--- config.mk ---
export PLATFORM = sky130hd
export DESIGN_NAME = uart_pkt_rx_flat
export DESIGN_NICKNAME = d
export VERILOG_FILES = /design/src/rtl/uart_pkt_rx_if.sv /design/src/rtl/uart_pkt_rx.sv /design/src/flat_wrapper.sv
export SDC_FILE = /design/constraint.sdc
export NUM_CORES = 1
export LEC_CHECK = 0
export CELL_PAD_IN_SITES_DETAIL_PLACEMENT = 1
export CELL_PAD_IN_SITES_GLOBAL_PLACEMENT = 1
export CORE_MARGIN = 10
export CORE_UTILIZATION = 46
export CTS_CLUSTER_SIZE = 12
export DETAILED_ROUTE_END_ITERATION = 10
export HOLD_SLACK_MARGIN = 0.15
export PLACE_DENSITY_LB_ADDON = 0.1
export SLEW_MARGIN = 30
export SYNTH_ARGS = -nofsm -noshare
export SYNTH_HDL_FRONTEND = slang
export SYNTH_SLANG_ARGS = --single-unit
--- constraint.sdc ---
create_clock -name clk -period 2.35 [get_ports clk]
set_input_delay 0.3525 -clock clk [delete_from_list [all_inputs] [get_ports clk]]
set_output_delay 0.3525 -clock clk [all_outputs]
set_load 0.01 [all_outputs]
--- src/rtl/uart_pkt_rx_if.sv ---
// Byte-stream bundle around the packet deframer.
// Signal names are from the deframer's side: i_* flow in, o_* flow out.
interface uart_pkt_rx_if;
  logic       i_vld;
  logic [7:0] i_data;
  logic       i_pc_pass;
  logic       o_rdy;
  logic       o_vld;
  logic [7:0] o_data;
  logic       o_sop;
  logic       o_eop;
  logic       i_rdy;

  modport slave (
    input  i_vld, i_data, i_pc_pass, i_rdy,
    output o_rdy, o_vld, o_data, o_sop, o_eop
  );

  modport master (
    output i_vld, i_data, i_pc_pass, i_rdy,
    input  o_rdy, o_vld, o_data, o_sop, o_eop
  );
endinterface

--- src/rtl/uart_pkt_rx.sv ---
// Header/len/payload/checksum deframer; releases payload after checksum.
// Optional inter-byte timeout: define UART_PKT_TIMEOUT_EN.
module uart_pkt_rx #(
  parameter logic [7:0]  HEADER0     = 8'h55,
  parameter logic [7:0]  HEADER1     = 8'hAA,
  parameter int unsigned MAX_LEN     = 16,
  parameter int unsigned TIMEOUT_CYC = 20000
) (
  input  logic         clk,
  input  logic         rst,
  uart_pkt_rx_if.slave bus,
  output logic         o_err,
  output logic [1:0]   o_err_code,
  output logic [15:0]  o_pkt_cnt
);
  localparam int unsigned AW =
    (MAX_LEN > 1) ? $clog2(MAX_LEN) : 1;
  localparam logic [7:0] MAXL = 8'(MAX_LEN);

  localparam logic [1:0] E_TMO  = 2'b00;
  localparam logic [1:0] E_PAR  = 2'b01;
  localparam logic [1:0] E_LEN  = 2'b10;
  localparam logic [1:0] E_CSUM = 2'b11;

  typedef enum logic [2:0] {
    HUNT0, HUNT1, LEN, PAYLOAD, CSUM, OUT
  } state_e;

  state_e      state_q;
  logic [7:0]  len_q;
  logic [7:0]  idx_q;
  logic [7:0]  csum_q;
  logic        o_rdy_q;
  logic        o_vld_q;
  logic [7:0]  o_data_q;
  logic        o_sop_q;
  logic        o_eop_q;
  logic        o_err_q;
  logic [1:0]  o_err_code_q;
  logic [15:0] pkt_cnt_q;
  logic [7:0]  buf_q [2**AW];

  logic       acc;
  logic       out_xfer;
  logic       active;
  logic       par_bad;
  logic       wr_en;
  logic       tmo_hit;
  logic [7:0] csum_add;

  assign acc      = bus.i_vld & o_rdy_q;
  assign out_xfer = o_vld_q & bus.i_rdy;
  assign active   = state_q inside {HUNT1, LEN, PAYLOAD, CSUM};
  assign par_bad  = acc & ~bus.i_pc_pass & active;
  assign wr_en    = acc & bus.i_pc_pass
                  & (state_q == PAYLOAD);
  assign csum_add = csum_q + bus.i_data;

`ifdef UART_PKT_TIMEOUT_EN
  localparam int unsigned TW = $clog2(TIMEOUT_CYC + 1);
  logic [TW-1:0] tmo_q;

  assign tmo_hit = active & ~acc
                 & (tmo_q == TW'(TIMEOUT_CYC - 1));

  always_ff @(posedge clk or negedge rst) begin
    if (!rst) begin
      tmo_q <= '0;
    end else if (!active || acc || tmo_hit) begin
      tmo_q <= '0;
    end else begin
      tmo_q <= tmo_q + 1'b1;
    end
  end
`else
  logic unused_tmo;
  assign unused_tmo = ^TIMEOUT_CYC;
  assign tmo_hit    = 1'b0;
`endif

  // Payload store has no reset; only the index is cleared on errors.
  always_ff @(posedge clk) begin
    if (wr_en) begin
      buf_q[idx_q[AW-1:0]] <= bus.i_data;
    end
  end

  always_ff @(posedge clk or negedge rst) begin
    if (!rst) begin
      state_q      <= HUNT0;
      len_q        <= '0;
      idx_q        <= '0;
      csum_q       <= '0;
      o_rdy_q      <= 1'b0;
      o_vld_q      <= 1'b0;
      o_data_q     <= '0;
      o_sop_q      <= 1'b0;
      o_eop_q      <= 1'b0;
      o_err_q      <= 1'b0;
      o_err_code_q <= '0;
      pkt_cnt_q    <= '0;
    end else begin
      o_err_q <= 1'b0;
      o_rdy_q <= 1'b1;
      if (tmo_hit) begin
        o_err_q      <= 1'b1;
        o_err_code_q <= E_TMO;
        state_q      <= HUNT0;
        idx_q        <= '0;
      end else if (par_bad) begin
        o_err_q      <= 1'b1;
        o_err_code_q <= E_PAR;
        state_q      <= HUNT0;
        idx_q        <= '0;
      end else begin
        unique case (state_q)
          HUNT0: begin
            if (acc && bus.i_pc_pass &&
                bus.i_data == HEADER0) begin
              state_q <= HUNT1;
            end
          end
          HUNT1: begin
            if (acc) begin
              if (bus.i_data == HEADER1) begin
                state_q <= LEN;
              end else if (bus.i_data != HEADER0) begin
                state_q <= HUNT0;
              end
            end
          end
          LEN: begin
            if (acc) begin
              if (bus.i_data == 8'd0 ||
                  bus.i_data > MAXL) begin
                o_err_q      <= 1'b1;
                o_err_code_q <= E_LEN;
                state_q      <= HUNT0;
              end else begin
                len_q   <= bus.i_data;
                csum_q  <= bus.i_data;
                idx_q   <= '0;
                state_q <= PAYLOAD;
              end
            end
          end
          PAYLOAD: begin
            if (acc) begin
              csum_q <= csum_add;
              idx_q  <= idx_q + 8'd1;
              if (idx_q == len_q - 8'd1) begin
                state_q <= CSUM;
              end
            end
          end
          CSUM: begin
            if (acc) begin
              if (csum_add == 8'd0) begin
                state_q  <= OUT;
                o_rdy_q  <= 1'b0;
                o_vld_q  <= 1'b1;
                o_data_q <= buf_q[0];
                o_sop_q  <= 1'b1;
                o_eop_q  <= (len_q == 8'd1);
                idx_q    <= 8'd1;
              end else begin
                o_err_q      <= 1'b1;
                o_err_code_q <= E_CSUM;
                state_q      <= HUNT0;
                idx_q        <= '0;
              end
            end
          end
          OUT: begin
            o_rdy_q <= 1'b0;
            if (out_xfer) begin
              if (o_eop_q) begin
                o_vld_q   <= 1'b0;
                o_sop_q   <= 1'b0;
                o_eop_q   <= 1'b0;
                pkt_cnt_q <= pkt_cnt_q + 16'd1;
                idx_q     <= '0;
                o_rdy_q   <= 1'b1;
                state_q   <= HUNT0;
              end else begin
                o_data_q <= buf_q[idx_q[AW-1:0]];
                o_sop_q  <= 1'b0;
                o_eop_q  <= (idx_q == len_q - 8'd1);
                idx_q    <= idx_q + 8'd1;
              end
            end
          end
          default: state_q <= HUNT0;
        endcase
      end
    end
  end

  assign bus.o_rdy  = o_rdy_q;
  assign bus.o_vld  = o_vld_q;
  assign bus.o_data = o_data_q;
  assign bus.o_sop  = o_sop_q;
  assign bus.o_eop  = o_eop_q;
  assign o_err      = o_err_q;
  assign o_err_code = o_err_code_q;
  assign o_pkt_cnt  = pkt_cnt_q;
endmodule

--- src/flat_wrapper.sv ---
// flat-port wrapper written by rule: the top's interface ports become plain ports
module uart_pkt_rx_flat 
#(
  parameter logic [7:0]  HEADER0     = 8'h55,
  parameter logic [7:0]  HEADER1     = 8'hAA,
  parameter int unsigned MAX_LEN     = 16,
  parameter int unsigned TIMEOUT_CYC = 20000
)
  (clk, rst, o_err, o_err_code, o_pkt_cnt, bus_i_vld, bus_i_data, bus_i_pc_pass, bus_i_rdy, bus_o_rdy, bus_o_vld, bus_o_data, bus_o_sop, bus_o_eop);
  uart_pkt_rx_if bus_i ();
  input  logic clk;
  input  logic rst;
  output logic o_err;
  output logic [1:0] o_err_code;
  output logic [15:0] o_pkt_cnt;
  input wire logic [$bits(bus_i.i_vld)-1:0] bus_i_vld;
  input wire logic [$bits(bus_i.i_data)-1:0] bus_i_data;
  input wire logic [$bits(bus_i.i_pc_pass)-1:0] bus_i_pc_pass;
  input wire logic [$bits(bus_i.i_rdy)-1:0] bus_i_rdy;
  output wire logic [$bits(bus_i.o_rdy)-1:0] bus_o_rdy;
  output wire logic [$bits(bus_i.o_vld)-1:0] bus_o_vld;
  output wire logic [$bits(bus_i.o_data)-1:0] bus_o_data;
  output wire logic [$bits(bus_i.o_sop)-1:0] bus_o_sop;
  output wire logic [$bits(bus_i.o_eop)-1:0] bus_o_eop;
  assign bus_i.i_vld = bus_i_vld;
  assign bus_i.i_data = bus_i_data;
  assign bus_i.i_pc_pass = bus_i_pc_pass;
  assign bus_i.i_rdy = bus_i_rdy;
  assign bus_o_rdy = bus_i.o_rdy;
  assign bus_o_vld = bus_i.o_vld;
  assign bus_o_data = bus_i.o_data;
  assign bus_o_sop = bus_i.o_sop;
  assign bus_o_eop = bus_i.o_eop;
  uart_pkt_rx #(.HEADER0(HEADER0), .HEADER1(HEADER1), .MAX_LEN(MAX_LEN), .TIMEOUT_CYC(TIMEOUT_CYC)) u_core (.clk(clk), .rst(rst), .bus(bus_i), .o_err(o_err), .o_err_code(o_err_code), .o_pkt_cnt(o_pkt_cnt));
endmodule
; Yosys cells after proc, flatten, opt, wreduce, memory -nomap -nowiden
; Memory sizes are Yosys's and may differ from the RTL's.
; Index checks and enable logic that the tools add are counted.
[totals]
rom_bits = 0
register_bits = 58
mem_count = 1
ramBits = 128
wordCells = 140
latchBits = 0
output_inout_bits = 31
[classes]
n_shift = 0
bitwise_logic = 9
mux = 63
add_sub_neg = 4
n_mul = 0
n_reduce_logical = 20
eq_ne = 30
order_cmp = 1
div = 0
[mem_list]
columns = memory, words, width, read_ports, rd_ports_with_merged_regs, write_ports, line
row1 = u_core.buf_q, 16, 8, 2, 0, 1, uart_pkt_rx.sv:41  ; logic [7:0] buf_q [2**AW];
[op_table]
columns = op, n
row1 = $mux 8, 14
row2 = $mux 3, 12
row3 = $pmux 8 s2, 2
row4 = $pmux 8 s4, 1
row5 = $mux 1, 21
row6 = $ne 3x1->1 const B, 7
row7 = $pmux 3 s6, 1
row8 = $reduce_and 6->1, 3
row9 = $add 16x1->16 const B, 1
row10 = $logic_not 8->1, 2
row11 = $reduce_and 5->1, 3
row12 = $mux 2, 6
row13 = $ne 3x2->1 const B, 4
row14 = $ne 2x1->1 const B, 5
row15 = $pmux 1 s2, 5
row16 = $reduce_and 9->1, 1
row17 = $add 8x1->8 const B, 1
row18 = $add 8x8->8, 1
row19 = $eq 8x1->1 const B, 1
row20 = $eq 8x7->1 const B, 1
row21 = $eq 8x8->1, 1
row22 = $eq 8x8->1 const B, 1
row23 = $gt 8x5->1 const B, 1
row24 = $ne 8x7->1 const B, 1
row25 = other kinds (17), 31

; Logic depth before layout (Yosys ltp)
[logic_depth]
word_depth = 6
ltp_mapped = 10
mapped_depth_nobuf = 9

; Worst setup path after synthesis
; OpenSTA, ideal clock, no wires.
[synth_timing]
kind = register to register
from = register u_core.csum_q[0]
to = register u_core.o_eop_q, in the netlist u_core.bus.o_eop
slack_ns = -0.230
n_path_buf = 1
stages_incl_launch_ff = 11
required_ns = 2.222
synth_period_minus_slack_ns = 2.580
t_arrival_ns = 2.453
cell_sequence = dfrtp_1 -> ha_1 -> fa_1 -> nand3_1 -> a21oi_1 -> or3_1 -> a211oi_1 -> and2_1 -> buf_6 -> a31oi_1 -> mux2_1
[synth_between]
elab_chain_len = 4
[synth_rtl]
columns = element, line
row1 = "start, declared", uart_pkt_rx.sv:32  ; logic [7:0] csum_q;
row2 = "start signal, assigned", uart_pkt_rx.sv:141  ; csum_q <= bus.i_data;
row3 = "start signal, assigned", uart_pkt_rx.sv:149  ; csum_q <= csum_add;
row4 = $add 8x8->8, uart_pkt_rx.sv:57  ; assign csum_add = csum_q + bus.i_data;
row5 = $logic_not 8->1, uart_pkt_rx.sv:158  ; if (csum_add == 8'd0) begin
row6 = $ne 2x2->1 (no source line), n/a
row7 = $reduce_and 5->1 (no source line), n/a
row8 = "end signal, assigned", uart_pkt_rx.sv:164  ; o_eop_q <= (len_q == 8'd1);
row9 = "end signal, assigned", uart_pkt_rx.sv:188  ; o_eop_q <= (idx_q == len_q - 8'd1);
row10 = "end, declared", uart_pkt_rx.sv:37  ; logic o_eop_q;
; No other way between the ends.
; A chain may end at the register's enable or synchronous reset.

; Worst setup path in the final report
[layout_timing]
from = register u_core.csum_q[0]
to = register u_core.o_sop_q, in the netlist u_core.bus.o_sop
[layout_between]
elab_chain_len = 4
[layout_rtl]
columns = element, line
row1 = $add 8x8->8, uart_pkt_rx.sv:57
row2 = $logic_not 8->1, uart_pkt_rx.sv:158
row3 = $ne 2x2->1 (no source line), n/a
row4 = $reduce_and 5->1 (no source line), n/a
row5 = "end signal, assigned", uart_pkt_rx.sv:163  ; o_sop_q <= 1'b1;
row6 = "end signal, assigned", uart_pkt_rx.sv:179  ; o_sop_q <= 1'b0;
row7 = "end signal, assigned", uart_pkt_rx.sv:187  ; o_sop_q <= 1'b0;
row8 = "end, declared", uart_pkt_rx.sv:36  ; logic o_sop_q;
; No other way between the ends.

==> summary.json <==
{
  "failed_checks": {"value": "negative setup slack"},
  "place.detailed.instances": {"value": 931},
  "grt_start_max_net_pins": {"value": 37},
  "critPathMaxFanout": {"value": 4},
  "ys_ff_latch": {"value": 186},
  "ys_async_sr_fraction": {"value": 31.2, "unit": "%"},
  "drc": {"value": 0},
  "timing.clock.skew": {"value": 8.17, "unit": "ps"},
  "critical_path.startpoint_type": {"value": "flop"},
  "finalNetCount": {"value": 759},
  "worst_setup_path_startpoint": {"value": "u_core.csum_q[0]"},
  "place_hpwl": {"value": 16.3, "unit": "mm"},
  "path_class": {"value": "reg2reg"},
  "worst_skew_pair.late_latency": {"value": 430, "unit": "ps"},
  "cts-buffers-inserted": {"value": 17},
  "final.period_utilization": {"value": 109, "unit": "%"},
  "synth-main-ff-cell": {"value": "sky130_fd_sc_hd__edfxtp_1"},
  "num_rows": {"value": 49},
  "critPathCaptureType": {"value": "flop"},
  "avgSynthCellArea": {"value": 14.5, "unit": "µm²"},
  "synth_largest_type_area_fraction": {"value": 44.8, "unit": "%"},
  "dieHeight": {"value": 157, "unit": "µm"},
  "grt_first_pass_wirelength": {"value": 35.9, "unit": "mm"},
  "pwr_density_cell": {"value": 872, "unit": "nW/µm²"},
  "clk_pin_slew": {"value": 70, "unit": "ps"},
  "fill_cells": {"value": 1736},
  "area_contributors_post_synth": {"value": "sky130_fd_sc_hd__edfxtp_1 45%, sky130_fd_sc_hd__dfrtp_1 17%, sky130_fd_sc_hd__mux4_2 11%, sky130_fd_sc_hd__ha_1 2.2%, sky130_fd_sc_hd__nor2_1 2.1%"},
  "synthesis.area": {"value": 8580, "unit": "µm²"},
  "worst_r2r_path_depth": {"value": 10},
  "slowest_stage": {"value": "sky130_fd_sc_hd__dfrtp_1"},
  "grt_overflow_total": {"value": 0},
  "clockRootBuffer": {"value": "sky130_fd_sc_hd__clkbuf_16"},
  "maxSlewViolCount": {"value": 0},
  "drt-total-wl": {"value": 23.0, "unit": "mm"},
  "yosysSeqAreaShare": {"value": 61.7, "unit": "%"},
  "reg2reg_from": {"value": "u_core.csum_q[0]"},
  "regToRegEndpoint": {"value": "u_core.bus.o_sop"},
  "design.die.area": {"value": 24500, "unit": "µm²"},
  "synth_top_area_cell": {"value": "sky130_fd_sc_hd__edfxtp_1"},
  "core": {"value": 18100, "unit": "µm²"},
  "max-slew-margin-rel": {"value": 63.8, "unit": "%"},
  "critical_path_required": {"value": 2670, "unit": "ps"},
  "floorplan.die.width": {"value": 157, "unit": "µm"},
  "timing.critical_path.depth": {"value": 10},
  "path_cells": {"value": "ha_4, fa_2, nand3_2, a21oi_2, or3_4, a211oi_4, and2_4, buf_6, a311oi_1, a211o_1"},
  "numPortBuffers": {"value": 43},
  "number_of_unique_standard_cell_types_used_by_synthesis": {"value": 74},
  "cts_max_level": {"value": 4},
  "cap_viol_max_count": {"value": 0},
  "final-instance-count-excl-fill": {"value": 972},
  "total_via_count_in_the_routed_design": {"value": 5722},
  "tritoncts": {"value": "yes"},
  "setup_viol": {"value": 19},
  "layout.cell_area.non_filler": {"value": 10800, "unit": "µm²"},
  "timing.fmax": {"value": 391, "unit": "MHz"},
  "antenna-diode-count": {"value": 0},
  "cp.buffers_inverters": {"value": 1},
  "tightest_slew": {"value": 543, "unit": "ps"},
  "via_per_inst": {"value": 5.89},
  "postPlaceCellArea": {"value": 9920, "unit": "µm²"},
  "cts_max_path_buffers": {"value": 2},
  "unrepaired_setup_endpoints_after_global_routing": {"value": "true"},
  "flow.area_growth_from_synthesis": {"value": 25.3, "unit": "%"},
  "run_status": {"value": "finished with violations"},
  "multi_input_comb_area": {"value": 3280, "unit": "µm²"},
  "drive_above_1_share": {"value": 30.4, "unit": "%"},
  "critical-path-top-delay-family": {"value": "simple AND/OR/NAND/NOR gates"},
  "max_rail_drop_vdd": {"value": 0.600, "unit": "mV"},
  "drt-pass1-iter-count": {"value": 4},
  "period_needed": {"value": 2560, "unit": "ps"},
  "crit_path_max_incr_delay": {"value": 430, "unit": "ps"},
  "grt_antenna_before_repair": {"value": 0},
  "first_global_vias": {"value": 6222},
  "holdCritPathClass": {"value": "in2async"},
  "synth.net_count": {"value": 620},
  "yosysWarningCount": {"value": 0},
  "cp.arrival": {"value": 2880, "unit": "ps"},
  "endpoint": {"value": "u_core.bus.o_sop"},
  "synthesis.instances": {"value": 591},
  "antenna_violating_nets_post_route": {"value": 0},
  "globalplace.congestion": {"value": 0.858},
  "post_synth_edffs": {"value": 128},
  "clock-sinks": {"value": 186},
  "initial_utilization": {"value": 47.3, "unit": "%"},
  "io_pins": {"value": 44},
  "area.sequential": {"value": 5300, "unit": "µm²"},
  "wl_per_cell": {"value": 23.7, "unit": "µm"},
  "global_route.usage.total": {"value": 19.2, "unit": "%"},
  "postLayoutSetupSlackWorst": {"value": -211, "unit": "ps"},
  "leakage": {"value": 0.00408, "unit": "µW"},
  "reg2reg_setup_slack": {"value": -210, "unit": "ps"},
  "drt_first_iter_violations": {"value": 363},
  "timing.final.hold_violations": {"value": 0}
}
## placed cells by master (no fill, tap or decap), drive strengths merged, types with 9 or more instances in the layout
master           n
edfxtp         128
buf            102
dfrtp           58
nor2            47
mux4            40
clkdlybuf4s50   40
nand2           36
o21ai           24
inv             20
clkbuf          19
xor2            16
a21oi           16
ha              15
nand3           15
xnor2           14
nand2b          10
o22ai           10
nand4            9
and3             9
a2bb2oi          9
## per-layer routing
metal	GRT usage [%]	routed length, µm	up-vias
li1	-	-	2564
met1	24.1	10100	3017
met2	33.3	11800	115
met3	3.81	817	26
met4	5.12	288	0
met5	0	0	-
## registers in the layout (all words and copies together), names as in the netlist
signal and cells:
u_core.bus.o_data 8, u_core.bus.o_sop 1, u_core.idx_q 8, u_core.o_err_code 2, u_core.bus.o_eop 1, u_core.bus.o_vld 1
u_core.bus.o_rdy 1, u_core.o_err 1, u_core.o_pkt_cnt 16, u_core.buf_q 128, u_core.len_q 8, u_core.csum_q 8
u_core.state_q 3
## worst min-delay path by stage
stage / startpoint / endpoint / slack (ps) / cells after the start
after floorplan: rst / u_core.bus.o_data[0] / 60 / 0
after global placement: rst / u_core.o_pkt_cnt[15] / 360 / 1
after detailed placement: rst / u_core.o_pkt_cnt[14] / 370 / 1
after CTS: rst / u_core.o_pkt_cnt[13] / 440 / 2
after global routing: rst / u_core.o_pkt_cnt[13] / 490 / 2
final: rst / u_core.o_pkt_cnt[14] / 450 / 2
## cell type report
class                   instances  area share [%]
well taps                     229            2.66
clock inverters                13            1.25
clock buffers                  19            4.03
multi-input cells             365            30.5
flip-flops and latches        186            49.3
inverters                      15           0.547
repair buffers                145            11.7
## cells by family after synthesis
kind of cell    share of synthesized area [%]
buf+inv                                  2.46
flops                                    61.7
xor+xnor                                 3.06
mux                                      12.2
fa+ha+maj                                2.42
simple gates                             9.55
compound gates                           8.60
## timing repair
action / 4_1_cts / 5_1_grt
resized for setup: 31 / 15
setup endpoints to repair: 25 / 37
hold buffers: 1 / 0
setup buffers: 4 / 4
pin swaps: 26 / 13
cloned: 0 / 0
endpoints found under the hold margin: 22 / 0
## cell usage after synthesis (all sizes together) (9+ instances only)
library cell,instances
ha,15
a2bb2oi,9
inv,15
nand3,15
o22ai,10
buf,11
nand2,36
o21ai,24
nand4,9
dfrtp,58
nand2b,10
and3,9
nor2,47
a21oi,16
xor2,16
edfxtp,128
clkbuf,14
xnor2,14
mux4,40
## where the power goes
part	switching (µW)	internal, µW	leakage, µW
clock	1330	1400	0.000268
sequential	141	3640	0.00193
combinational	1450	1410	0.00188
total	2910	6460	0.00408
## stage by stage
stage / utilization (%) / setup TNS (ps) / hold slack, ps / setup slack (ps) / power [µW]
2_1_floorplan: - / -25.7 / 56.9 / -25.7 / 5490
3_3_place_gp: 54.7 / -18090 / 361 / -614 / 6420
3_5_place_dp: 54.7 / -20420 / 368 / -729 / 6520
4_1_cts: 58.7 / -3240 / 441 / -244 / 9340
5_1_grt: 59.3 / -4660 / 494 / -300 / 9840
6_report: 59.3 / -2630 / 448 / -211 / 9380
No activity file was read; power rests on OpenSTA's default activity.
